## src/rtl/nor_sweep_ctrl.sv

```systemverilog
// Exhaustive sweep sequencer for a four-input NOR gate with three observed outputs.
// Each vector is held SETTLE_CYC cycles, sampled once, and mismatches are tallied.
module nor_sweep_ctrl #(
  parameter int unsigned SETTLE_CYC = 2
) (
  input  logic       clk,
  input  logic       rst_n,
  input  logic       start,
  input  logic       e,
  input  logic       f,
  input  logic       g,
  output logic       a,
  output logic       b,
  output logic       c,
  output logic       d,
  output logic       busy,
  output logic       done,
  output logic       pass,
  output logic [4:0] err_cnt,
  output logic [3:0] fail_vec,
  output logic [2:0] fail_mask
);

  localparam logic [1:0] StIdle   = 2'd0;
  localparam logic [1:0] StSettle = 2'd1;
  localparam logic [1:0] StSample = 2'd2;
  localparam logic [1:0] StDone   = 2'd3;

  localparam logic [3:0] SettleLast = 4'(SETTLE_CYC - 1);

  logic [1:0] state_q, state_d;
  logic [3:0] vec_q, vec_d;
  logic [3:0] cnt_q, cnt_d;
  logic [4:0] err_q, err_d;
  logic [3:0] fvec_q, fvec_d;
  logic [2:0] fmask_q, fmask_d;
  logic       busy_q, busy_d;
  logic       done_q, done_d;
  logic       pass_q, pass_d;

  logic       exp_out;
  logic [2:0] mism;

  assign exp_out = ~|vec_q;
  assign mism    = {e ^ exp_out, f ^ exp_out, g ^ exp_out};

  always_comb begin
    state_d = state_q;
    vec_d   = vec_q;
    cnt_d   = cnt_q;
    err_d   = err_q;
    fvec_d  = fvec_q;
    fmask_d = fmask_q;
    busy_d  = busy_q;
    done_d  = done_q;
    pass_d  = pass_q;

    case (state_q)
      StIdle, StDone: begin
        if (start) begin
          state_d = StSettle;
          vec_d   = 4'd0;
          cnt_d   = 4'd0;
          err_d   = 5'd0;
          fvec_d  = 4'd0;
          fmask_d = 3'd0;
          busy_d  = 1'b1;
          done_d  = 1'b0;
          pass_d  = 1'b0;
        end
      end
      StSettle: begin
        if (cnt_q == SettleLast) begin
          state_d = StSample;
          cnt_d   = 4'd0;
        end else begin
          cnt_d = cnt_q + 4'd1;
        end
      end
      StSample: begin
        if (mism != 3'd0) begin
          err_d = err_q + 5'd1;
          // Only the first failing vector is recorded.
          if (err_q == 5'd0) begin
            fvec_d  = vec_q;
            fmask_d = mism;
          end
        end
        if (vec_q == 4'd15) begin
          state_d = StDone;
          busy_d  = 1'b0;
          done_d  = 1'b1;
          pass_d  = (err_q == 5'd0) && (mism == 3'd0);
        end else begin
          state_d = StSettle;
          vec_d   = vec_q + 4'd1;
          cnt_d   = 4'd0;
        end
      end
      default: state_d = StIdle;
    endcase
  end

  always_ff @(posedge clk or negedge rst_n) begin
    if (!rst_n) begin
      state_q <= StIdle;
      vec_q   <= 4'd0;
      cnt_q   <= 4'd0;
      err_q   <= 5'd0;
      fvec_q  <= 4'd0;
      fmask_q <= 3'd0;
      busy_q  <= 1'b0;
      done_q  <= 1'b0;
      pass_q  <= 1'b0;
    end else begin
      state_q <= state_d;
      vec_q   <= vec_d;
      cnt_q   <= cnt_d;
      err_q   <= err_d;
      fvec_q  <= fvec_d;
      fmask_q <= fmask_d;
      busy_q  <= busy_d;
      done_q  <= done_d;
      pass_q  <= pass_d;
    end
  end

  // vec_q is zero in IDLE, so the gate inputs follow it directly.
  assign {a, b, c, d} = vec_q;
  assign busy         = busy_q;
  assign done         = done_q;
  assign pass         = pass_q;
  assign err_cnt      = err_q;
  assign fail_vec     = fvec_q;
  assign fail_mask    = fmask_q;

endmodule

```

## config.mk

```make
export PLATFORM = sky130hd
export DESIGN_NAME = nor_sweep_ctrl
export DESIGN_NICKNAME = d
export VERILOG_FILES = /design/src/rtl/nor_sweep_ctrl.sv
export SDC_FILE = /design/constraint.sdc
export NUM_CORES = 1
export LEC_CHECK = 0
export CORE_MARGIN = 2
export CORE_UTILIZATION = 52
export DETAILED_ROUTE_END_ITERATION = 16
export MAX_ROUTING_LAYER = met4
export PLACE_DENSITY_LB_ADDON = 0.25
export SLEW_MARGIN = 20
export SYNTH_ARGS = -nofsm -noshare
export SYNTH_HDL_FRONTEND = slang
export SYNTH_SLANG_ARGS = --single-unit
```

## constraint.sdc

```tcl
create_clock -name clk -period 2.3 [get_ports clk]
set_clock_uncertainty 0.05 [all_clocks]
set_input_delay 0.345 -clock clk [delete_from_list [all_inputs] [get_ports clk]]
set_output_delay 0.345 -clock clk [all_outputs]
set_load 0.05 [all_outputs]
```

==> Word-level counts from Yosys, hierarchy flattened <==
Cells that the tools add are included.
{ "totals": {"reg_bits": 25, "latchBits": 0, "ramBits": 0, "rom_bits": 0, "inputBits": 6, "output_inout_bits": 19, "word_cells": 69, "memories": 0} }
{ "classes": {"addsub": 3, "multipliers": 0, "div_mod_pow": 0, "n_lt_le_gt_ge": 0, "eq_ne": 11, "shifts": 0, "n_mux": 28, "bitwise": 3, "reduce_logical": 15} }
{ "op_table": {"columns": ["operator", "n"], "rows": [
  ["$mux W4", 6],
  ["$pmux W4 S2", 2],
  ["$ne A2 B2 Y1 const B", 6],
  ["$pmux W4 S3", 1],
  ["$mux W5", 2],
  ["$pmux W5 S2", 1],
  ["$mux W3", 3],
  ["$reduce_and A3 Y1", 3],
  ["$add A4 B1 Y4 const B", 2],
  ["$mux W2", 3],
  ["$pmux W1 S2", 3],
  ["$pmux W2 S3", 1],
  ["$pmux W3 S2", 1],
  ["$add A5 B1 Y5 const B", 1],
  ["$logic_not A5 Y1", 1],
  ["$mux W1", 5],
  ["$eq A2 B2 Y1 const B", 2],
  ["$eq A4 B1 Y1 const B", 1],
  ["$eq A4 B4 Y1 const B", 1],
  ["$reduce_and A2 Y1", 2],
  ["$reduce_and A4 Y1", 1],
  ["$reduce_or A4 Y1", 1],
  ["$logic_not A3 Y1", 1],
  ["$reduce_bool A3 Y1", 1],
  ["7 further kinds", 9]
]} }

==> Logic depth before layout (Yosys ltp) <==
{ "logic_depth": {"word_depth": 7, "ltp_mapped": 8, "mapped_depth_nobuf": 6} }

==> Worst setup path after synthesis <==
OpenSTA, ideal clock, no wires.
{ "synth_timing": {"path_type": "flip-flop to flip-flop", "from": "register vec_q[1]", "to": "register fmask_q[0], in the netlist fail_mask[0]", "setup_ns": 0.125, "t_arrival_ns": 2.048, "required_time_ns": 2.125, "slack_ns": 0.077, "stages_incl_launch_ff": 7, "n_path_buf": 0, "period_less_slack_ns": 2.223, "cell_sequence": "dfrtp_1 -> inv_1 -> ha_1 -> nor3b_4 -> mux2i_2 -> nand3_4 -> mux2_4"} }
{ "synth_between": {"elab_chain_cells": 6, "elab_cells_between_ends": 11} }
{ "synth_lines": {"columns": ["element", "line", "rtl"], "rows": [
  ["start: declaration", "32", "logic [3:0] vec_q, vec_d;"],
  ["start signal: assignment", "117", "vec_q <= vec_d;"],
  ["$reduce_or A4 Y1 *", "44", "assign exp_out = ~|vec_q;"],
  ["$logic_not A1 Y1 *", "44", null],
  ["$xor A1 B1 Y1", "45", "assign mism = {e ^ exp_out, f ^ exp_out, g ^ exp_out};"],
  ["$reduce_bool A3 Y1 or $mux W3 (tied branches)", "81, 84", null],
  ["$ne A2 B2 Y1 (no source line) or $mux W3 (tied branches)", null, null],
  ["$reduce_and A4 Y1 (no source line) or $pmux W3 S2 (tied branches)", null, null],
  ["end signal: assignment", "121", "fmask_q <= fmask_d;"],
  ["end: declaration", "36", "logic [2:0] fmask_q, fmask_d;"]
]} }
Every way passes the cells marked *; elsewhere a longest branch is shown, timed or not. The select of a mux whose other input is x is not followed.
A chain may end at the register's enable or synchronous reset.

==> Worst setup path in the final report <==
{ "layout_timing": {"from": "register state_q[0]", "to": "register fmask_q[0], in the netlist fail_mask[0]"} }
{ "layout_between": {"elab_chain_cells": 4, "elab_cells_between_ends": 10} }
{ "layout_lines": {"columns": ["element", "line", "rtl"], "rows": [
  ["start: declaration", "31", "logic [1:0] state_q, state_d;"],
  ["start signal: assignment", "106", "state_q <= StIdle;"],
  ["start signal: assignment", "116", "state_q <= state_d;"],
  ["$eq A2 B2 Y1 or $logic_not A2 Y1 (tied branches)", "58", "case (state_q)"],
  ["$reduce_or A2 Y1", "58", null],
  ["$ne A2 B2 Y1 (no source line) or $reduce_bool A2 Y1 (tied branches)", null, null],
  ["$reduce_and A4 Y1 (no source line)", null, null]
]} }
Several ways; a longest one is shown, not always the timed one.

==> flow_summary.json <==
{
  "status": "finished clean",
  "rsz0062_at_grt": "no",
  "synth_nets": 157,
  "dr.pass1.iters": 4,
  "vias": 1116,
  "max_clock_freq_ghz": 0.464,
  "max_stage_delay_ps": 430,
  "synthCells": 142,
  "yosys.area.top_type_share_pct": 44.1,
  "endpoint_kind": "register",
  "cap_violations": 0,
  "synthToLayoutAreaGrowth_pct": 22.8,
  "drtIter0Drc": 18,
  "drive_above_1_share_pct": 12.3,
  "ys_top_cells_by_area": "dfrtp_1 (44%), ha_1 (7.9%), mux2i_1 (4.2%), nand2_1 (4.2%), o21ai_0 (3.5%)",
  "synth_common_cells": "dfrtp_1 (25), nand2_1 (16), inv_1 (12), nor2_1 (12), o21ai_0 (10)",
  "yosysTopAreaCell": "dfrtp_1",
  "pwr_density_cell_nw_per_um2": 1050,
  "coreArea_sq_um": 2520,
  "rows": 18,
  "cts_buffers": 3,
  "crit_path_top_delay_cell": "dfrtp_1",
  "portBuffers": 24,
  "drc": 0,
  "boundaryPins": 25,
  "p_total_w": 0.00183,
  "synth_area_per_cell_sq_um": 9.98,
  "required_ps": 2470,
  "grt_use_total_pct": 20.4,
  "fin_crit_sh_pct": 93.7,
  "multi_input_area_sq_um": 724,
  "worstSetupPathType": "reg2reg",
  "cts.repair.resized": 0,
  "via_per_inst": 5.55,
  "grt_pass1_vias": 1118,
  "hpwlAfterDp_microns": 2240,
  "nNetsFinal": 187,
  "critPathTopFamily": "simple AND/OR/NAND/NOR gates",
  "crit_buf_inv": 1,
  "clock-sinks": 25,
  "worst_pin_slew_ps": 540,
  "cts-root-buf": "clkbuf_4",
  "synth_cell_types": 35,
  "ys_async_sr_fraction_pct": 100,
  "final.fill_count": 195,
  "critical_path.max_fanout": 10,
  "synth_edf_count": 0,
  "htree_levels": 1,
  "maxSlewHeadroom_pct": 64.0,
  "regArea_sq_um": 626,
  "clockBufferDepth": 2,
  "dieHeight_microns": 56.2,
  "synth_warnings": 0,
  "cts_hold_buf": 0,
  "die_area_sq_um": 3160,
  "ant_nets": 0,
  "peakVddDrop_mv": 0.685,
  "setup.worst_path.start_class": "register",
  "wirelength_microns": 2920,
  "finalSetupViolCount": 0,
  "antenna_found_initial": 0,
  "wl_per_cell_microns": 14.5,
  "fin_setup_tns_ps": 0,
  "synthesis.area_sq_um": 1420,
  "floorplan.initialDensity_pct": 56.2,
  "postLayoutCellArea_sq_um": 1740,
  "timing.hold.ws_ps": 318,
  "clk-insertion-delay-late_ps": 320,
  "hold_class": "in2async",
  "post_dp_cell_area_sq_um": 1710,
  "grt_max_degree": 26,
  "slew_viol_final": 0,
  "gp_congestion": 0.811,
  "grt_pass1_wl_microns": 4960,
  "clk_pin_slew_ps": 130,
  "p_leak_nw": 0.791,
  "ys_seq_area_share_pct": 44.1,
  "ys_seq_elements": 25,
  "post-route-min-period_ps": 2150,
  "crit_chain": "inv_1, ha_1, nor4b_1, mux2i_2, nand3_4, mux2_4",
  "synth-main-ff-cell": "dfrtp_1",
  "grt-ovfl-total": 0,
  "synth_most_common_cell": "dfrtp_1",
  "die_x_microns": 56.2,
  "diodes": 0,
  "post_cts_buffers": 0,
  "cp.arrival_ps": 2330,
  "timing.final.hold_violations": 0,
  "cts_tree": "done"
}
## cell usage in the layout, fill, tap and decap left out, types with 5 or more instances in the layout
master           instances
buf_4                    5
clkdlybuf4s50_1         24
dfrtp_1                 25
ha_1                     9
inv_1                   12
mux2i_1                  6
nand2_1                 16
nand3_1                  8
nor2_1                  12
o21ai_0                 10
## path summary, 6_finish.rpt
path	from	endpoint	slack (ps)	cells past startpoint
max in group asynchronous	rst_n	fail_vec[2]	1640	2
worst max-delay path	state_q[0]	fail_mask[0]	150	6
worst min-delay path	rst_n	err_cnt[4]	320	2
worst min register to register	cnt_q[2]	cnt_q[2]	480	1
min in group clk	cnt_q[2]	cnt_q[2]	480	1
worst max register to register	state_q[0]	fail_mask[0]	150	6
## routing by layer
metal  vias to the layer above  routed length (microns)  global-route usage, %
met2                        29                     1460                   36.1
met1                       532                     1280                   23.7
met3                         9                      112                   2.79
li1                        546                        -                      -
met5                         -                        0                      -
met4                         0                       64                   6.80
## final cells by class
cell class	instances	area share, %
multi-input combinational	100	41.6
sequential	25	35.9
timing repair buffer	29	16.0
inverter	13	2.80
tap	30	2.16
clock buffer	4	1.51
## power by group
part | internal [W] | switching [W] | total (W)
Sequential | 0.000524 | 0.0000719 | 0.000596
Clock | 0.0000681 | 0.000131 | 0.000199
Combinational | 0.000416 | 0.000616 | 0.00103
## registers in the layout (all words and copies together) (netlist names)
signal / cells
vec_q: 4
pass: 1
err_cnt: 5
state_q: 2
fail_mask: 3
fail_vec: 4
cnt_q: 4
done: 1
busy: 1
## cell families after synthesis
| family | share of synthesized area (%) |
|---|---|
| adders and majority gates | 7.94 |
| DFF | 44.1 |
| buffers and inverters | 4.77 |
| muxes | 10.8 |
| and+or+nand+nor | 20.8 |
| xor gates and xnor gates | 1.85 |
| AOI/OAI and AO/OA | 9.71 |
## through the flow
step	setup WS, ps	cells	util (%)
3_3_place_gp	237	197	68.0
5_1_grt	66.5	201	69.0
3_5_place_dp	160	197	68.0
6_report	145	201	69.0
2_1_floorplan	77.3	142	-
4_1_cts	160	201	69.0
Power figures use the tool's default switching activity.
